<file path="config.mk">
export PLATFORM = sky130hd
export DESIGN_NAME = tick_scheduler
export DESIGN_NICKNAME = d
export VERILOG_FILES = /design/src/rtl/tick_scheduler_pkg.sv /design/src/rtl/tick_channel.sv /design/src/rtl/tick_scheduler.sv
export SDC_FILE = /design/constraint.sdc
export NUM_CORES = 1
export LEC_CHECK = 0
export ABC_AREA = 1
export BUFFER_PORTS_ARGS = -buffer_cell sky130_fd_sc_hd__buf_2
export CORE_ASPECT_RATIO = 0.6
export CORE_MARGIN = 2
export CORE_UTILIZATION = 40
export DETAILED_ROUTE_END_ITERATION = 12
export SLEW_MARGIN = 10
export SYNTH_ARGS = -nofsm -noshare
export SYNTH_HDL_FRONTEND = slang
export SYNTH_SLANG_ARGS = --single-unit
</file>
<file path="constraint.sdc">
create_clock -name clk_in -period 4.9 [get_ports clk_in]
set_clock_uncertainty 0.15 [all_clocks]
set_input_delay 0.735 -clock clk_in [delete_from_list [all_inputs] [get_ports clk_in]]
set_output_delay 0.735 -clock clk_in [all_outputs]
set_load 0.005 [all_outputs]
</file>
<file path="src/rtl/tick_scheduler_pkg.sv">
// Shared types and constants for the tick scheduler: channel FSM encoding,
// default counter width and the named channel slots.
package tick_scheduler_pkg;

  typedef enum logic [1:0] {
    ST_OFF   = 2'd0,
    ST_RUN   = 2'd1,
    ST_STALL = 2'd2
  } ch_state_t;

  localparam int CNT_W_DEF = 16;
  localparam int CH_IDX_W  = 2;

  localparam int CH_PIXEL = 0;
  localparam int CH_GAME  = 1;
  localparam int CH_SOUND = 2;

  // D=0 parks a running channel rather than dividing by zero.
  function automatic ch_state_t ch_state(input logic en, input logic div_zero);
    if (!en)          return ST_OFF;
    else if (div_zero) return ST_STALL;
    else              return ST_RUN;
  endfunction

endpackage

</file>
<file path="src/rtl/tick_channel.sv">
// One tick channel: period counter, live divisor, shadow divisor with a
// pending flag, and the registered one-cycle tick strobe.
module tick_channel
  import tick_scheduler_pkg::*;
#(
  parameter int CNT_W       = CNT_W_DEF,
  parameter int DEFAULT_DIV = 2
) (
  input  logic             clk_in,
  input  logic             rst_n,
  input  logic             en,
  input  logic             resync,
  input  logic             wr,
  input  logic [CNT_W-1:0] wr_div,
  output logic             tick,
  output logic             pending
);

  logic [CNT_W-1:0] cnt_q, cnt_d;
  logic [CNT_W-1:0] div_q, div_d;
  logic [CNT_W-1:0] shad_q, shad_d;
  logic [CNT_W-1:0] div_m1;
  logic             tick_d, pend_d;
  logic             wrap, apply;
  ch_state_t        st;

  always_comb begin
    st     = ch_state(en, div_q == '0);
    div_m1 = (st == ST_RUN) ? div_q - CNT_W'(1) : '0;
    wrap   = (st == ST_RUN) && (cnt_q == div_m1);
    // Divisor changes only land on a period boundary or while the channel is idle.
    apply  = pending && (resync || wrap || (st != ST_RUN));

    cnt_d  = cnt_q;
    tick_d = 1'b0;
    div_d  = div_q;
    shad_d = shad_q;
    pend_d = pending;

    if (resync) begin
      cnt_d = '0;
    end else begin
      unique case (st)
        ST_RUN: begin
          if (wrap) begin
            cnt_d  = '0;
            tick_d = 1'b1;
          end else begin
            cnt_d = cnt_q + CNT_W'(1);
          end
        end
        default: cnt_d = '0;
      endcase
    end

    if (apply) begin
      div_d  = shad_q;
      pend_d = 1'b0;
    end

    // The top never issues wr while pending is set, so this cannot race apply.
    if (wr) begin
      shad_d = wr_div;
      pend_d = 1'b1;
    end
  end

  always_ff @(posedge clk_in or negedge rst_n) begin
    if (!rst_n) begin
      cnt_q   <= '0;
      div_q   <= CNT_W'(DEFAULT_DIV);
      shad_q  <= '0;
      pending <= 1'b0;
      tick    <= 1'b0;
    end else begin
      cnt_q   <= cnt_d;
      div_q   <= div_d;
      shad_q  <= shad_d;
      pending <= pend_d;
      tick    <= tick_d;
    end
  end

endmodule

</file>
<file path="src/rtl/tick_scheduler.sv">
// Runtime-programmable clock-enable scheduler: NUM_CH tick channels plus the
// divisor config port, out-of-range error pulse and busy status.
module tick_scheduler
  import tick_scheduler_pkg::*;
#(
  parameter int NUM_CH      = 3,
  parameter int CNT_W       = CNT_W_DEF,
  parameter int DEFAULT_DIV = 2
) (
  input  logic                clk_in,
  input  logic                rst_n,
  input  logic [NUM_CH-1:0]   en,
  input  logic                resync,
  input  logic                cfg_valid,
  output logic                cfg_ready,
  input  logic [CH_IDX_W-1:0] cfg_ch,
  input  logic [CNT_W-1:0]    cfg_div,
  output logic                cfg_err,
  output logic [NUM_CH-1:0]   tick,
  output logic                busy
);

  logic [NUM_CH-1:0] pending;
  logic [NUM_CH-1:0] wr;
  logic              in_range;
  logic              accept;

  // Out-of-range writes are always accepted so a bad index can never stall the port.
  always_comb begin
    cfg_ready = 1'b1;
    in_range  = 1'b0;
    for (int i = 0; i < NUM_CH; i++) begin
      if (cfg_ch == CH_IDX_W'(i)) begin
        in_range  = 1'b1;
        cfg_ready = !pending[i];
      end
    end
    accept = cfg_valid && cfg_ready;
    wr     = '0;
    for (int i = 0; i < NUM_CH; i++)
      wr[i] = accept && (cfg_ch == CH_IDX_W'(i));
  end

  always_ff @(posedge clk_in or negedge rst_n) begin
    if (!rst_n) cfg_err <= 1'b0;
    else        cfg_err <= accept && !in_range;
  end

  assign busy = |pending;

  for (genvar g = 0; g < NUM_CH; g++) begin : g_ch
    tick_channel #(
      .CNT_W       (CNT_W),
      .DEFAULT_DIV (DEFAULT_DIV)
    ) u_ch (
      .clk_in  (clk_in),
      .rst_n   (rst_n),
      .en      (en[g]),
      .resync  (resync),
      .wr      (wr[g]),
      .wr_div  (cfg_div),
      .tick    (tick[g]),
      .pending (pending[g])
    );
  end

endmodule
</file>
# Yosys cells after proc, flatten, opt, wreduce, memory -nomap -nowiden
# Cells that the tools add are included.
dict set report word_totals {
  register_bits 151
  input_bits 25
  out_inout_bits 6
}
dict set report classes {
  addsub 6
  eq_ne 11
  muxes 39
  n_reduce_logical 29
}
# operator n
set op_table {}
lappend op_table {{$mux W16} 12}
lappend op_table {{$add A16 B1 Y16 const B} 3}
lappend op_table {{$eq A16 B16 Y1} 3}
lappend op_table {{$logic_not A16 Y1} 3}
lappend op_table {{$sub A16 B1 Y16 const B} 3}
lappend op_table {{$mux W1} 21}
lappend op_table {{$mux W2} 6}
lappend op_table {{$logic_and A1 B1 Y1} 11}
lappend op_table {{$eq A2 B1 Y1 const B} 4}
lappend op_table {{$logic_or A1 B1 Y1} 6}
lappend op_table {{$ne A2 B1 Y1 const B} 3}
lappend op_table {{$reduce_bool A2 Y1} 3}
lappend op_table {{$logic_not A1 Y1} 4}
lappend op_table {{$reduce_or A3 Y1} 1}
lappend op_table {{$eq A2 B2 Y1 const B} 1}
lappend op_table {{$logic_not A2 Y1} 1}

# Depth between registers and ports, before layout
dict set report logic_depth {
  depth_word 12
  mapped_depth 19
  mapped_depth_nobuf 18
}

# Hierarchy
# Synthesis repeated with hierarchy kept, for this count alone.
dict set report hier_totals {
  cells_unflattened 1289
  area_unflattened_um2 9023.7
}
# module instances cells_each area_each_um2 seq_area_each_um2
set by_module_without_submodules {}
lappend by_module_without_submodules {{tick_channel at g_ch[0].u_ch ...} 2 436 3016.6 1252.5}
lappend by_module_without_submodules {{tick_channel at g_ch[2].u_ch} 1 400 2864.0 1252.5}
lappend by_module_without_submodules {tick_scheduler 1 17 126.4 25.0}

# Worst setup path before layout
# Ideal clock, no wire load.
dict set report synth_timing {
  kind {reg2reg}
  from {register g_ch[1].u_ch.div_q[1]}
  to {register g_ch[1].u_ch.div_q[5]}
  setup_time_ns 0.117
  t_arrival_ns 2.056
  t_required_ns 4.633
  slack_ns 2.577
  path_stages_with_launch 19
  n_path_buf 2
  period_less_slack_ns 2.323
  path_cell_list {dfstp_2 > inv_1 > ha_1 > nand3_1 > nor2_1 > a21boi_4 > buf_6 > nand2_1 > nand2_1 > nand2_1 > nor2_1 > nand2_1 > nor2_1 > nand3_2 > nand2_4 > nand2_4 > buf_6 > nand2_1 > nand2_1}
}
dict set report synth_via {
  elab_chain_len 10
  elab_cells_between_ends 12
}
# item line
set synth_lines {}
lappend synth_lines {{start, declared} tick_channel.sv:20} ;# logic [CNT_W-1:0] div_q, div_d;
lappend synth_lines {{start signal, assigned} tick_channel.sv:71} ;# div_q <= CNT_W'(DEFAULT_DIV);
lappend synth_lines {{start signal, assigned} tick_channel.sv:77} ;# div_q <= div_d;
lappend synth_lines {{parallel branches: the longest is 8 deep, another holds $sub A16 B1 Y16} n/a}
lappend synth_lines {{$logic_or A1 B1 Y1 *} tick_channel.sv:32} ;# apply = pending && (resync || wrap || (st != ST_RUN));
lappend synth_lines {{$logic_and A1 B1 Y1 *} tick_channel.sv:32}
# Mark *: on every way between the ends.
# A chain may end at the register's enable or synchronous reset.

# Worst setup path after layout
dict set report layout_timing {
  from {register g_ch[2].u_ch.div_q[1]}
  to {register g_ch[2].u_ch.div_q[13]}
}
dict set report layout_via {
  elab_chain_len 10
  elab_cells_between_ends 12
}
# item line
set layout_lines {}
lappend layout_lines {{start, declared} tick_channel.sv:20}
lappend layout_lines {{start signal, assigned} tick_channel.sv:71}
lappend layout_lines {{start signal, assigned} tick_channel.sv:77}
lappend layout_lines {{parallel branches: the longest is 8 deep, another holds $sub A16 B1 Y16} n/a}
lappend layout_lines {{$logic_or A1 B1 Y1 *} tick_channel.sv:32}
lappend layout_lines {{$logic_and A1 B1 Y1 *} tick_channel.sv:32}
# Marked as above.

==> results.txt <==
Outcome -> complete, no violations
Dpl cells -> 1538
Minimum clock period -> 3.16 ns
N_diodes -> 0
Worst Setup Path Type -> reg2reg
YS warnings -> 0
Total CTS buffers -> 17
Nets@finish -> 1306
Fin cells -> 1571
Starting Density -> 40.7%
CTS sink count -> 151
Global route overflow -> 0
Nature of the critical path startpoint -> flip-flop
FILL cells -> 2234
Setup TNS Final -> 0 ns
Post_cts resized -> 0
Layout cell share with drive strength beyond 1 -> 7.63%
Pwr Density -> 484 mW/mm^2
DR DRC count -> 0
Sequential share of the synthesized area -> 42.2%
Synth area leaders -> dfrtp_1 (41%), nand2_1 (16%), nand3_1 (8.3%)
Iteration count of the initial detailed-routing pass -> 5
DR vias -> 7969
HP Class -> in2async
Detailed placer's ending HPWL -> 17200 um
Reg2reg end -> g_ch[2].u_ch.div_q[13]
Max Cap Viol -> 0
Vias per cell -> 5.07
Clock slew at reported path FFs -> 0.07 ns
Worst R2R Setup Slack -> 1.74 ns
Slowest cell delay on critical path -> 0.53 ns
Worst-Margin Slew -> 1.04 ns
Mapped cell area -> 0.00896 sq mm
Post-route design area -> 0.00983 sq mm
Post-CTS setup buffers -> 0
Final GP Congestion -> 0.894
Slew HR -> 30.7%
Asr flop ratio synth -> 100%
DIE AREA -> 0.0236 sq mm
Root Driver -> clkbuf_16
FF+latch count, synth -> 151
EDFF count, synth -> 0
FF/Latch Area -> 0.00378 sq mm
Final Cycle Share -> 64.6%
Post-DP Area -> 0.00923 sq mm
Port buffer count -> 30
Crit end category -> flip-flop
Hold-fix buffers at CTS -> 0
H-tree depth -> 4
Worst Path Required -> 5.08 ns
Die height -> 120 um
Pleak -> 4.86 nW
Core ar. -> 0.0220 sq mm
Final setup vio count -> 0
Count leader, synth -> nand2_1
Count of pins over their slew limit -> 0
Maximum VDD drop -> 298 uV
Buf/Inv on CP -> 1
Vias in the first global route -> 7139
Final hold vios -> 0
Commonest cells in the netlist -> nand2_1 (385), nor2_1 (161), dfrtp_1 (148), nand3_1 (148), inv_1 (133)
Yosys top cell by area -> dfrtp_1
CP arrival -> 3.35 ns
Overall fraction of global-route tracks in use -> 21.1%
CP max stage cell -> dfstp_2
Syn Inst Count -> 1260
CP Max Fanout -> 32
Number of top-level pins -> 31
Yosys cell types -> 34
Most used cell, CP -> nand2_1
Reg2reg path depth -> 16
Synth Net Count -> 1294
Layout area overhead -> 9.71%
Routed Antenna Nets -> 0
Syn Area/Cell -> 7.11 sq um
Clock latency at the later pin of the worst-skew pair -> 0.44 ns
R2r startpoint -> g_ch[2].u_ch.div_q[1]
F_max -> 316 MHz
Multi-input logic area -> 0.00441 sq mm
First-pass GRT wire length -> 38500 um
Largest net degree at the start of global routing -> 84
Unrepaired setup endpoints after global routing -> false
CP top delay family -> simple AND/OR/NAND/NOR gates
Clock Path Buffers -> 2
DR iter-0 viols -> 710
Routed wire length per instance -> 14.8 um
CTS tree -> yes
Top cell type's share of synthesized area -> 41.3%
DIE WIDTH -> 197 um
CP Cell Sequence -> inv_1 -> ha_1 -> nand2_1 -> nor2_2 -> a21oi_4 -> nand3_1 -> nand2_1 -> nand2_1 -> nor2_1 -> nand2_1 -> nor2_1 -> nand2_1 -> nand2_2 -> nand2_4 -> nand2_1 -> nand2_1
Antenna violations before repair -> 0
Row Count -> 42
Total routed wirelength -> 23300 um
Predominant post-synthesis flop cell -> dfrtp_1
layout make-up:
type / instances / area share (%)
tap: 286 / 3.64
clock buffer: 20 / 4.44
sequential: 151 / 38.5
clock inverter: 12 / 1.46
timing repair buffer: 32 / 1.95
multi-input combinational: 935 / 44.9
inverter: 135 / 5.16
stage by stage:
step / total power, mW / setup slack, ns / hold slack (ns) / utilization, %
floorplan: 2.98 / 2.58 / 0.289 / -
global placement: 3.40 / 1.75 / 0.305 / 41.9
detailed placement: 3.41 / 1.69 / 0.308 / 41.9
CTS: 4.75 / 1.75 / 0.175 / 44.6
global route: 5.15 / 1.36 / 0.199 / 44.6
finish: 4.75 / 1.74 / 0.142 / 44.6
per-layer routing:
layer	routed length, um	global-route usage, %	up-vias
met2	8250	25.7	204
met4	101	3.20	0
li1	-	-	4059
met5	0	0	-
met3	1740	6.83	11
met1	13200	35.0	3695
cells by family (layout without fill, tap and decap cells):
logic type	Yosys count	in the layout	synth area share [%]
DFF	151	151	42.2
AOI/OAI and AO/OA	95	95	5.77
xor gates and xnor gates	39	39	3.81
buffers and inverters	174	199	8.56
adders and majority gates	9	9	1.26
and+or+nand+nor	792	792	38.4
report_power, final:
| group | internal (mW) | switching, mW | leakage [nW] | total, mW |
|---|---|---|---|---|
| combinational | 0.566 | 1.15 | 2.61 | 1.71 |
| clock | 0.759 | 0.564 | 0.278 | 1.32 |
| sequential | 1.47 | 0.252 | 1.98 | 1.72 |
placed cells by master, fill, tap and decap left out, types with 7 or more instances in the layout:
| cell type | count |
|---|---|
| a21oi_1 | 10 |
| buf_2 | 29 |
| clkbuf_16 | 17 |
| dfrtp_1 | 148 |
| ha_1 | 9 |
| inv_1 | 133 |
| nand2_1 | 385 |
| nand2_2 | 7 |
| nand3_1 | 148 |
| nand4_1 | 35 |
| nor2_1 | 161 |
| nor2_2 | 7 |
| nor3_1 | 29 |
| o21ai_0 | 76 |
| xnor2_1 | 8 |
| xor2_1 | 31 |
worst max path at each step:
stage | from | endpoint | slack, ns | cells after the start
CTS | g_ch[2].u_ch.div_q[1] | g_ch[2].u_ch.div_q[14] | 1.75 | 16
global route | g_ch[2].u_ch.div_q[1] | g_ch[2].u_ch.div_q[11] | 1.36 | 16
floorplan | g_ch[1].u_ch.div_q[1] | g_ch[1].u_ch.div_q[5] | 2.58 | 18
global placement | en[2] | g_ch[2].u_ch.div_q[2] | 1.75 | 14
finish | g_ch[2].u_ch.div_q[1] | g_ch[2].u_ch.div_q[13] | 1.74 | 16
detailed placement | en[2] | g_ch[2].u_ch.div_q[14] | 1.69 | 14
state kept, by name (all words and copies together) (netlist names):
| signal | cells |
|---|---|
| cfg_err | 1 |
| g_ch.u_ch.shad_q | 48 |
| g_ch.u_ch.tick | 3 |
| g_ch.u_ch.div_q | 48 |
| g_ch.u_ch.cnt_q | 48 |
| g_ch.u_ch.pending | 3 |
No activity file was read; power rests on OpenSTA's default activity.
